`config.mk`:
```
export PLATFORM = sky130hd
export DESIGN_NAME = uart_rx_arbiter
export DESIGN_NICKNAME = d
export VERILOG_FILES = /design/src/rtl/uart_rx_arbiter.sv
export SDC_FILE = /design/constraint.sdc
export NUM_CORES = 1
export LEC_CHECK = 0
export CORE_MARGIN = 3
export CORE_UTILIZATION = 45
export DETAILED_ROUTE_END_ITERATION = 6
export PLACE_DENSITY = 0.7
export SYNTH_ARGS = -nofsm -noshare
export SYNTH_HDL_FRONTEND = slang
export SYNTH_SLANG_ARGS = --single-unit
export TNS_END_PERCENT = 100
```
`constraint.sdc`:
```
create_clock -name clk -period 2.2 [get_ports clk]
set_input_delay 0.44 -clock clk [delete_from_list [all_inputs] [get_ports clk]]
set_output_delay 0.44 -clock clk [all_outputs]
set_load 0.02 [all_outputs]
```
`src/rtl/uart_rx_arbiter.sv`:
```
// Round-robin merge of NUM_CH UART receive channels onto one valid/ready byte stream.
// Each channel owns a one-byte holding slot; bytes arriving at a full slot are dropped and flagged.
module uart_rx_arbiter #(
    parameter int NUM_CH    = 4,
    parameter int DATA_BITS = 8,
    parameter int CH_W      = $clog2(NUM_CH)
) (
    input  logic                          clk,
    input  logic                          rst,
    input  logic [NUM_CH-1:0]             rx_ready_i,
    input  logic [NUM_CH*DATA_BITS-1:0]   rx_data_i,
    input  logic [NUM_CH-1:0]             rx_error_i,
    output logic                          out_valid,
    input  logic                          out_ready,
    output logic [DATA_BITS-1:0]          out_data,
    output logic [CH_W-1:0]               out_ch,
    output logic                          out_error,
    output logic [NUM_CH-1:0]             overrun,
    input  logic                          overrun_clr
);

    typedef enum logic {EMPTY = 1'b0, FULL = 1'b1} out_state_e;

    out_state_e                         state_q, state_d;
    logic [NUM_CH-1:0]                  pend_q, pend_d;
    logic [NUM_CH-1:0]                  err_q, err_d;
    logic [NUM_CH-1:0]                  ovr_q, ovr_d;
    logic [NUM_CH-1:0][DATA_BITS-1:0]   slot_q, slot_d;
    logic [NUM_CH-1:0]                  grant, accept, ovr_evt;
    logic [CH_W-1:0]                    last_q, last_d, sel;
    logic [DATA_BITS-1:0]               out_data_q, out_data_d;
    logic [CH_W-1:0]                    out_ch_q, out_ch_d;
    logic                               out_err_q, out_err_d;
    logic                               found, load;

    function automatic logic [CH_W-1:0] rr_index(input logic [CH_W-1:0] base, input int off);
        int s;
        s = int'(base) + off;
        if (s >= NUM_CH) s = s - NUM_CH;
        return CH_W'(s);
    endfunction

    // The output register may take a new byte when empty or when its byte leaves this cycle.
    assign load = (state_q == EMPTY) || out_ready;

    // Walk backwards so the candidate closest after last_q is the one left standing.
    always_comb begin
        found = 1'b0;
        sel   = last_q;
        for (int i = NUM_CH; i >= 1; i--) begin
            if (pend_q[rr_index(last_q, i)]) begin
                found = 1'b1;
                sel   = rr_index(last_q, i);
            end
        end
    end

    generate
        for (genvar gi = 0; gi < NUM_CH; gi++) begin : g_slot
            assign grant[gi]   = load && found && (sel == CH_W'(gi));
            assign accept[gi]  = rx_ready_i[gi] && (!pend_q[gi] || grant[gi]);
            assign ovr_evt[gi] = rx_ready_i[gi] && pend_q[gi] && !grant[gi];
            assign pend_d[gi]  = accept[gi] || (pend_q[gi] && !grant[gi]);
            assign slot_d[gi]  = accept[gi] ? rx_data_i[gi*DATA_BITS +: DATA_BITS] : slot_q[gi];
            assign err_d[gi]   = accept[gi] ? rx_error_i[gi] : err_q[gi];
            assign ovr_d[gi]   = ovr_evt[gi] || (ovr_q[gi] && !overrun_clr);
        end
    endgenerate

    always_comb begin
        out_data_d = out_data_q;
        out_ch_d   = out_ch_q;
        out_err_d  = out_err_q;
        last_d     = last_q;
        if (load && found) begin
            out_data_d = slot_q[sel];
            out_ch_d   = sel;
            out_err_d  = err_q[sel];
            last_d     = sel;
        end
    end

    always_ff @(posedge clk or posedge rst) begin
        if (rst) begin
            state_q <= EMPTY;
        end else begin
            state_q <= state_d;
        end
    end

    always_comb begin
        state_d = state_q;
        case (state_q)
            EMPTY:   if (found) state_d = FULL;
            FULL:    if (out_ready && !found) state_d = EMPTY;
            default: state_d = EMPTY;
        endcase
    end

    always_comb begin
        out_valid = (state_q == FULL);
    end

    always_ff @(posedge clk or posedge rst) begin
        if (rst) begin
            pend_q     <= '0;
            err_q      <= '0;
            ovr_q      <= '0;
            slot_q     <= '0;
            last_q     <= CH_W'(NUM_CH - 1);
            out_data_q <= '0;
            out_ch_q   <= '0;
            out_err_q  <= 1'b0;
        end else begin
            pend_q     <= pend_d;
            err_q      <= err_d;
            ovr_q      <= ovr_d;
            slot_q     <= slot_d;
            last_q     <= last_d;
            out_data_q <= out_data_d;
            out_ch_q   <= out_ch_d;
            out_err_q  <= out_err_d;
        end
    end

    assign out_data  = out_data_q;
    assign out_ch    = out_ch_q;
    assign out_error = out_err_q;
    assign overrun   = ovr_q;

endmodule

```
* Word level (Yosys, flattened, before mapping)
Cells that the tools add are included.
** Cells by class
- Add/sub/neg operators :: 8
- Order comparisons :: 9
- Equal/unequal tests :: 3
- Muxes and demuxes :: 27
- Bitwise logic cells :: 1
- Reductions and logical operators :: 50
** Operators with widths (number)
- logical AND 1 bit :: 26
- binary-select mux 8 bit (select 2 bit) :: 1
- two-way mux 2 bit :: 8
- less-than comparator 2 x 3 -> 1 bit, second input constant :: 5
- logical OR 1 bit :: 13
- two-way mux 1 bit :: 11
- binary-select mux 1 bit (select 2 bit) :: 5
- logical NOT 1 bit :: 10
- >= comparator 3 bit, second input constant :: 3
- two-way mux 8 bit :: 1
- subtractor 2 x 1 -> 2 bit, second input constant :: 4
- adder 2 x 2 -> 3 bit, second input constant :: 2
- adder 2 x 3 -> 4 bit, second input constant :: 1
- == test 2 bit, second input constant :: 2
- >= comparator 4 x 3 -> 1 bit, second input constant :: 1
- adder 2 x 1 -> 3 bit, second input constant :: 1
- == test 2 x 1 -> 1 bit, second input constant :: 1
- logical NOT 2 bit :: 1
- one-hot mux 1 bit (2 select lines) :: 1
- inverter 1 bit :: 1
** Word-level totals
- Register bits after elaboration :: 58
- Input bits :: 44
- Output and inout bits :: 16
- Word-level logic and storage cells :: 113

* Depth between registers and ports, before layout
- Depth after elaboration :: 14
- Gate-level depth with buffers :: 8
- Mapped depth without buffers :: 5

* Least setup slack after synthesis
No wires, ideal clock.
- Path kind :: reg2reg
- Start :: register last_q[1]
- End :: register ovr_q[0], in the netlist overrun[0]
- Setup time :: 0.121 ns
- Arrival :: 1.958 ns
- Data required time :: 2.079 ns
- Setup slack :: 0.121 ns
- Stages on the path, launching flop included :: 9
- Clock period less this slack :: 2.079 ns
- Cells stage by stage :: dfstp_2 > buf_6 > mux2i_1 > nor2_1 > or4_1 > buf_2 > o21a_1 > buf_6 > a22o_1
** On the way
- Cells in the longest elaborated chain, start to end :: 14
- Elaborated cells between the ends (all ways) :: 38
** Ends and longest elaborated chain
- from (decl) :: RTL line 30 : logic [CH_W-1:0] last_q, last_d, sel;
- from (signal assigned) :: RTL line 110 : last_q <= CH_W'(NUM_CH - 1);
- from (signal assigned) :: RTL line 119 : last_q <= last_d;
- adder 2 x 3 -> 4 bit :: RTL line 38 : s = int'(base) + off;
- >= comparator 4 x 3 -> 1 bit / subtractor 2 x 1 -> 2 bit (equally long branches) :: RTL line 39 : if (s >= NUM_CH) s = s - NUM_CH;
- two-way mux 2 bit :: RTL line 39
- binary-select mux 1 bit (select 2 bit) :: RTL line 51 : if (pend_q[rr_index(last_q, i)]) begin
- two-way mux 1 bit (not written as such) :: RTL line 51
- two-way mux 2 bit / two-way mux 1 bit (equally long branches) (4 in series) :: RTL line 51
- logical NOT 2 bit / logical AND 1 bit (equally long branches) :: RTL line 60 : assign grant[gi] = load && found && (sel == CH_W'(gi));
- logical AND 1 bit * :: RTL line 60
- logical NOT 1 bit * :: RTL line 62 : assign ovr_evt[gi] = rx_ready_i[gi] && pend_q[gi] && !grant[gi];
- logical AND 1 bit * :: RTL line 62
- logical OR 1 bit * :: RTL line 66 : assign ovr_d[gi] = ovr_evt[gi] || (ovr_q[gi] && !overrun_clr);
- named net ovr_d[0] :: RTL line 27 : logic [NUM_CH-1:0] ovr_q, ovr_d;
- to (signal assigned) :: RTL line 117 : ovr_q <= ovr_d;
- to (decl) :: RTL line 27
Mark *: on every way through the listed nets, which the timed path passes. The rest lies on a longest branch. The select of a mux whose other input is x is not followed.
A chain may end at the register's enable or synchronous reset.

* Final worst setup path
- Start :: register last_q[1]
- End :: register slot_q[18] in the netlist's numbering
** On the way
- Cells in the longest elaborated chain, start to end :: 13
- Elaborated cells between the ends (all ways) :: 37
** Ends and longest elaborated chain
- adder 2 x 3 -> 4 bit :: RTL line 38
- >= comparator 4 x 3 -> 1 bit / subtractor 2 x 1 -> 2 bit (equally long branches) :: RTL line 39
- two-way mux 2 bit :: RTL line 39
- binary-select mux 1 bit (select 2 bit) :: RTL line 51
- two-way mux 1 bit (not written as such) :: RTL line 51
- two-way mux 2 bit / two-way mux 1 bit (equally long branches) (4 in series) :: RTL line 51
- == test 2 bit / logical AND 1 bit (equally long branches) :: RTL line 60
- logical AND 1 bit * :: RTL line 60
- logical OR 1 bit * :: RTL line 61 : assign accept[gi] = rx_ready_i[gi] && (!pend_q[gi] || grant[gi]);
- logical AND 1 bit * :: RTL line 61
- to (signal assigned) :: RTL line 118 : slot_q <= slot_d;
- to (decl) :: RTL line 28 : logic [NUM_CH-1:0][DATA_BITS-1:0] slot_q, slot_d;
Mark *: on every way between the ends. The rest lies on a longest branch, timed or not. The select of a mux whose other input is x is not followed.

==> flow_metrics.tcl <==
set metrics [dict create \
    skew_ps 7.973 \
    clock_latency_ps 330 \
    internal_power_mw 3.466 \
    drt-total-wl_um 6254 \
    avgSynthCellArea_um2 10.65 \
    hpwl_um 4532 \
    p_sw_mw 1.932 \
    place.gp.congestion 0.8097 \
    ys_seq_area_share_pct 54.63 \
    power.leakage_nw 1.634 \
    die_y_um 82.90 \
    holdCritPathClass "input port to asynchronous set/reset pin" \
    pre_cts_slack_ps -157.6 \
    async_flop_share_pct 100.0 \
    timing.final.ws_setup_ps 110.7 \
    p_sw_share_pct 35.80 \
    dieArea_um2 6872 \
    critPathMaxFanout 14 \
    clk_pin_slew_worst_paths_ps 70 \
    final_nets 367 \
    start_util_pct 47.46 \
    finalHoldViolations 0 \
    layout_commonest_cell "nand2_1" \
    tns_ps 0 \
    cts_hold_buf 0 \
    cts_tree "built" \
    drv_slew 0 \
    antenna_left 0 \
    die_x_um 82.90 \
    antenna_found_initial 0 \
    grt_pass1_wl_um 10810 \
    grt_use_total_pct 19.66 \
    syn-num-nets 294 \
    relSlewSlack_pct 64.01 \
    drive_above_1_share_pct 14.33 \
    core_um2 5608 \
    cp-start-kind "register" \
    final-setup-viol-count 0 \
    worst-endpoint-arrival_ps 2340 \
    dr.pass1.iters 4 \
    wire_per_inst_um 15.64 \
    area_growth_pct 37.47 \
    synth_edf_count 0 \
    tightestPinTransition_ps 531.4 \
    power_mw 5.399 \
    cts_buffer_depth 2 \
    grt_overflow_total 0 \
    fmax_mhz 478.6 \
    end_kind "register" \
    min_period_over_period_pct 94.97 \
    required_ps 2450 \
    layout.cells.non_filler 400 \
    min_period_ps 2089 \
    drt_iter0_drc 106 \
    pwr_density_cell_nw_per_um2 1476 \
    clockRootBuffer "clkbuf_8" \
    power_frac_comb_pct 45.0 \
    crit_type "register to register" \
    ys_warn_count 0 \
    io_pins 60 \
    seq_power_share_pct 35.1 \
    cap_violations 0 \
    vias_per_cell 5.365 \
    cts_sinks 58 \
    drc 0 \
    dp_cells 384 \
    synth_ff_type "dfrtp_1" \
    portBuffers 59 \
    diodes 0 \
    ir_drop_uv 748.5 \
    ys_ff_latch 58 \
    holdWs_ps 429.3 \
    num_vias 2146 \
    syn_inst 250 \
    grt_pass1_vias 2285 \
    rsz0062_at_grt "true" \
    grt_max_degree 41 \
    layout_common_cells "nand2_1, clkdlybuf4s50_1, dfrtp_1" \
    r2r_slack_ps 110 \
    status "completed" \
    pwr-share-clk_pct 19.9 \
    cts_max_level 3 \
    synthDistinctLibCells 35 \
    netlist_area_um2 2661 \
    std_cell_rows 27 \
    cts_buffers 9 \
]
[registers in the layout, summed over array words and instances, names as in the netlist]
signal,count
slot_q,32
out_data,8
err_q,4
overrun,4
pend_q,4
last_q,2
out_ch,2
out_error,1
out_valid,1
[cells by family after synthesis]
logic type | count (synthesis) | synth area share [%]
and+or+nand+nor | 80 | 13.82
muxes | 28 | 10.95
DFF | 58 | 54.63
buffers and inverters | 21 | 3.808
AOI/OAI and AO/OA | 63 | 16.78
[path summary, 6_finish.rpt]
path,cells after the start,end,start
max in group asynchronous,3,slot_q[20],rst
worst max register to register,8,slot_q[18],last_q[1]
worst max-delay path,8,slot_q[18],last_q[1]
worst min-delay path,2,out_data[0],rst
worst min register to register,2,out_ch[1],out_ch[1]
min in group clk,2,out_ch[1],out_ch[1]
[metrics by stage]
stage,utilization (%),instance area (µm²)
after global routing,65.24,3659
after detailed placement,61.33,3440
final,65.24,3659
after floorplan,-,2661
after CTS,65.22,3657
after global placement,61.33,3440
[cells in the mapped netlist (2+ instances only)]
cell       count  area share [%]
a21o_1         3            0.85
a21oi_1        2            0.38
a22o_1         3            0.99
a2bb2oi_1      9             3.0
buf_1          3            0.42
buf_2          6             1.1
buf_6          2            0.85
clkbuf_1       6            0.85
dfrtp_1       56              53
dfstp_2        2             2.0
inv_1          4            0.56
mux2_1         9             3.8
mux2i_1       19             7.1
nand2_1       62             8.7
nand2b_1       5             1.2
o21a_1         5             1.4
o21ai_0        9             1.7
o22ai_1       27             6.3
or2_2          2            0.47
[worst max-delay path, stage by stage (launching register included)]
cell	delay (ps)
dfstp_2	540
buf_4	140
nand3b_1	140
a31oi_4	230
buf_4	280
nand2_1	110
o21a_1	210
buf_4	170
o22ai_1	190
[per-layer routing]
metal  vias to the layer above  wire length, µm  GRT usage [%]
met5                         -                0              0
met4                         0               59          6.686
met3                         6              278          6.250
met2                        50             3142          31.27
met1                      1053             2773          25.38
li1                       1037                -              -
[layout make-up]
| type | count | area [µm²] |
|---|---|---|
| Inverter | 4 | 15.01 |
| Sequential cell | 58 | 1454 |
| Multi-Input combinational cell | 171 | 1116 |
| Fill cell | 451 | 1949 |
| Clock inverter | 6 | 80.08 |
| Tap cell | 72 | 90.09 |
| Timing Repair Buffer | 79 | 765.7 |
| Clock buffer | 10 | 137.6 |
[power groups by stage]
stage               combinational [mW]  sequential [mW]  clock, mW
global route                      2.65             1.95       1.15
CTS                               2.44             1.90       1.09
floorplan                         1.53             1.95          0
finish                            2.43             1.90       1.07
detailed placement                2.43             1.91          0
global placement                  2.38             1.90          0
[what timing repair did]
item                       in CTS  in global routing
setup endpoints to repair       0                 14
buffers inserted                0                  0
gates resized for setup         0                  1
Power figures use the tool's default switching activity.
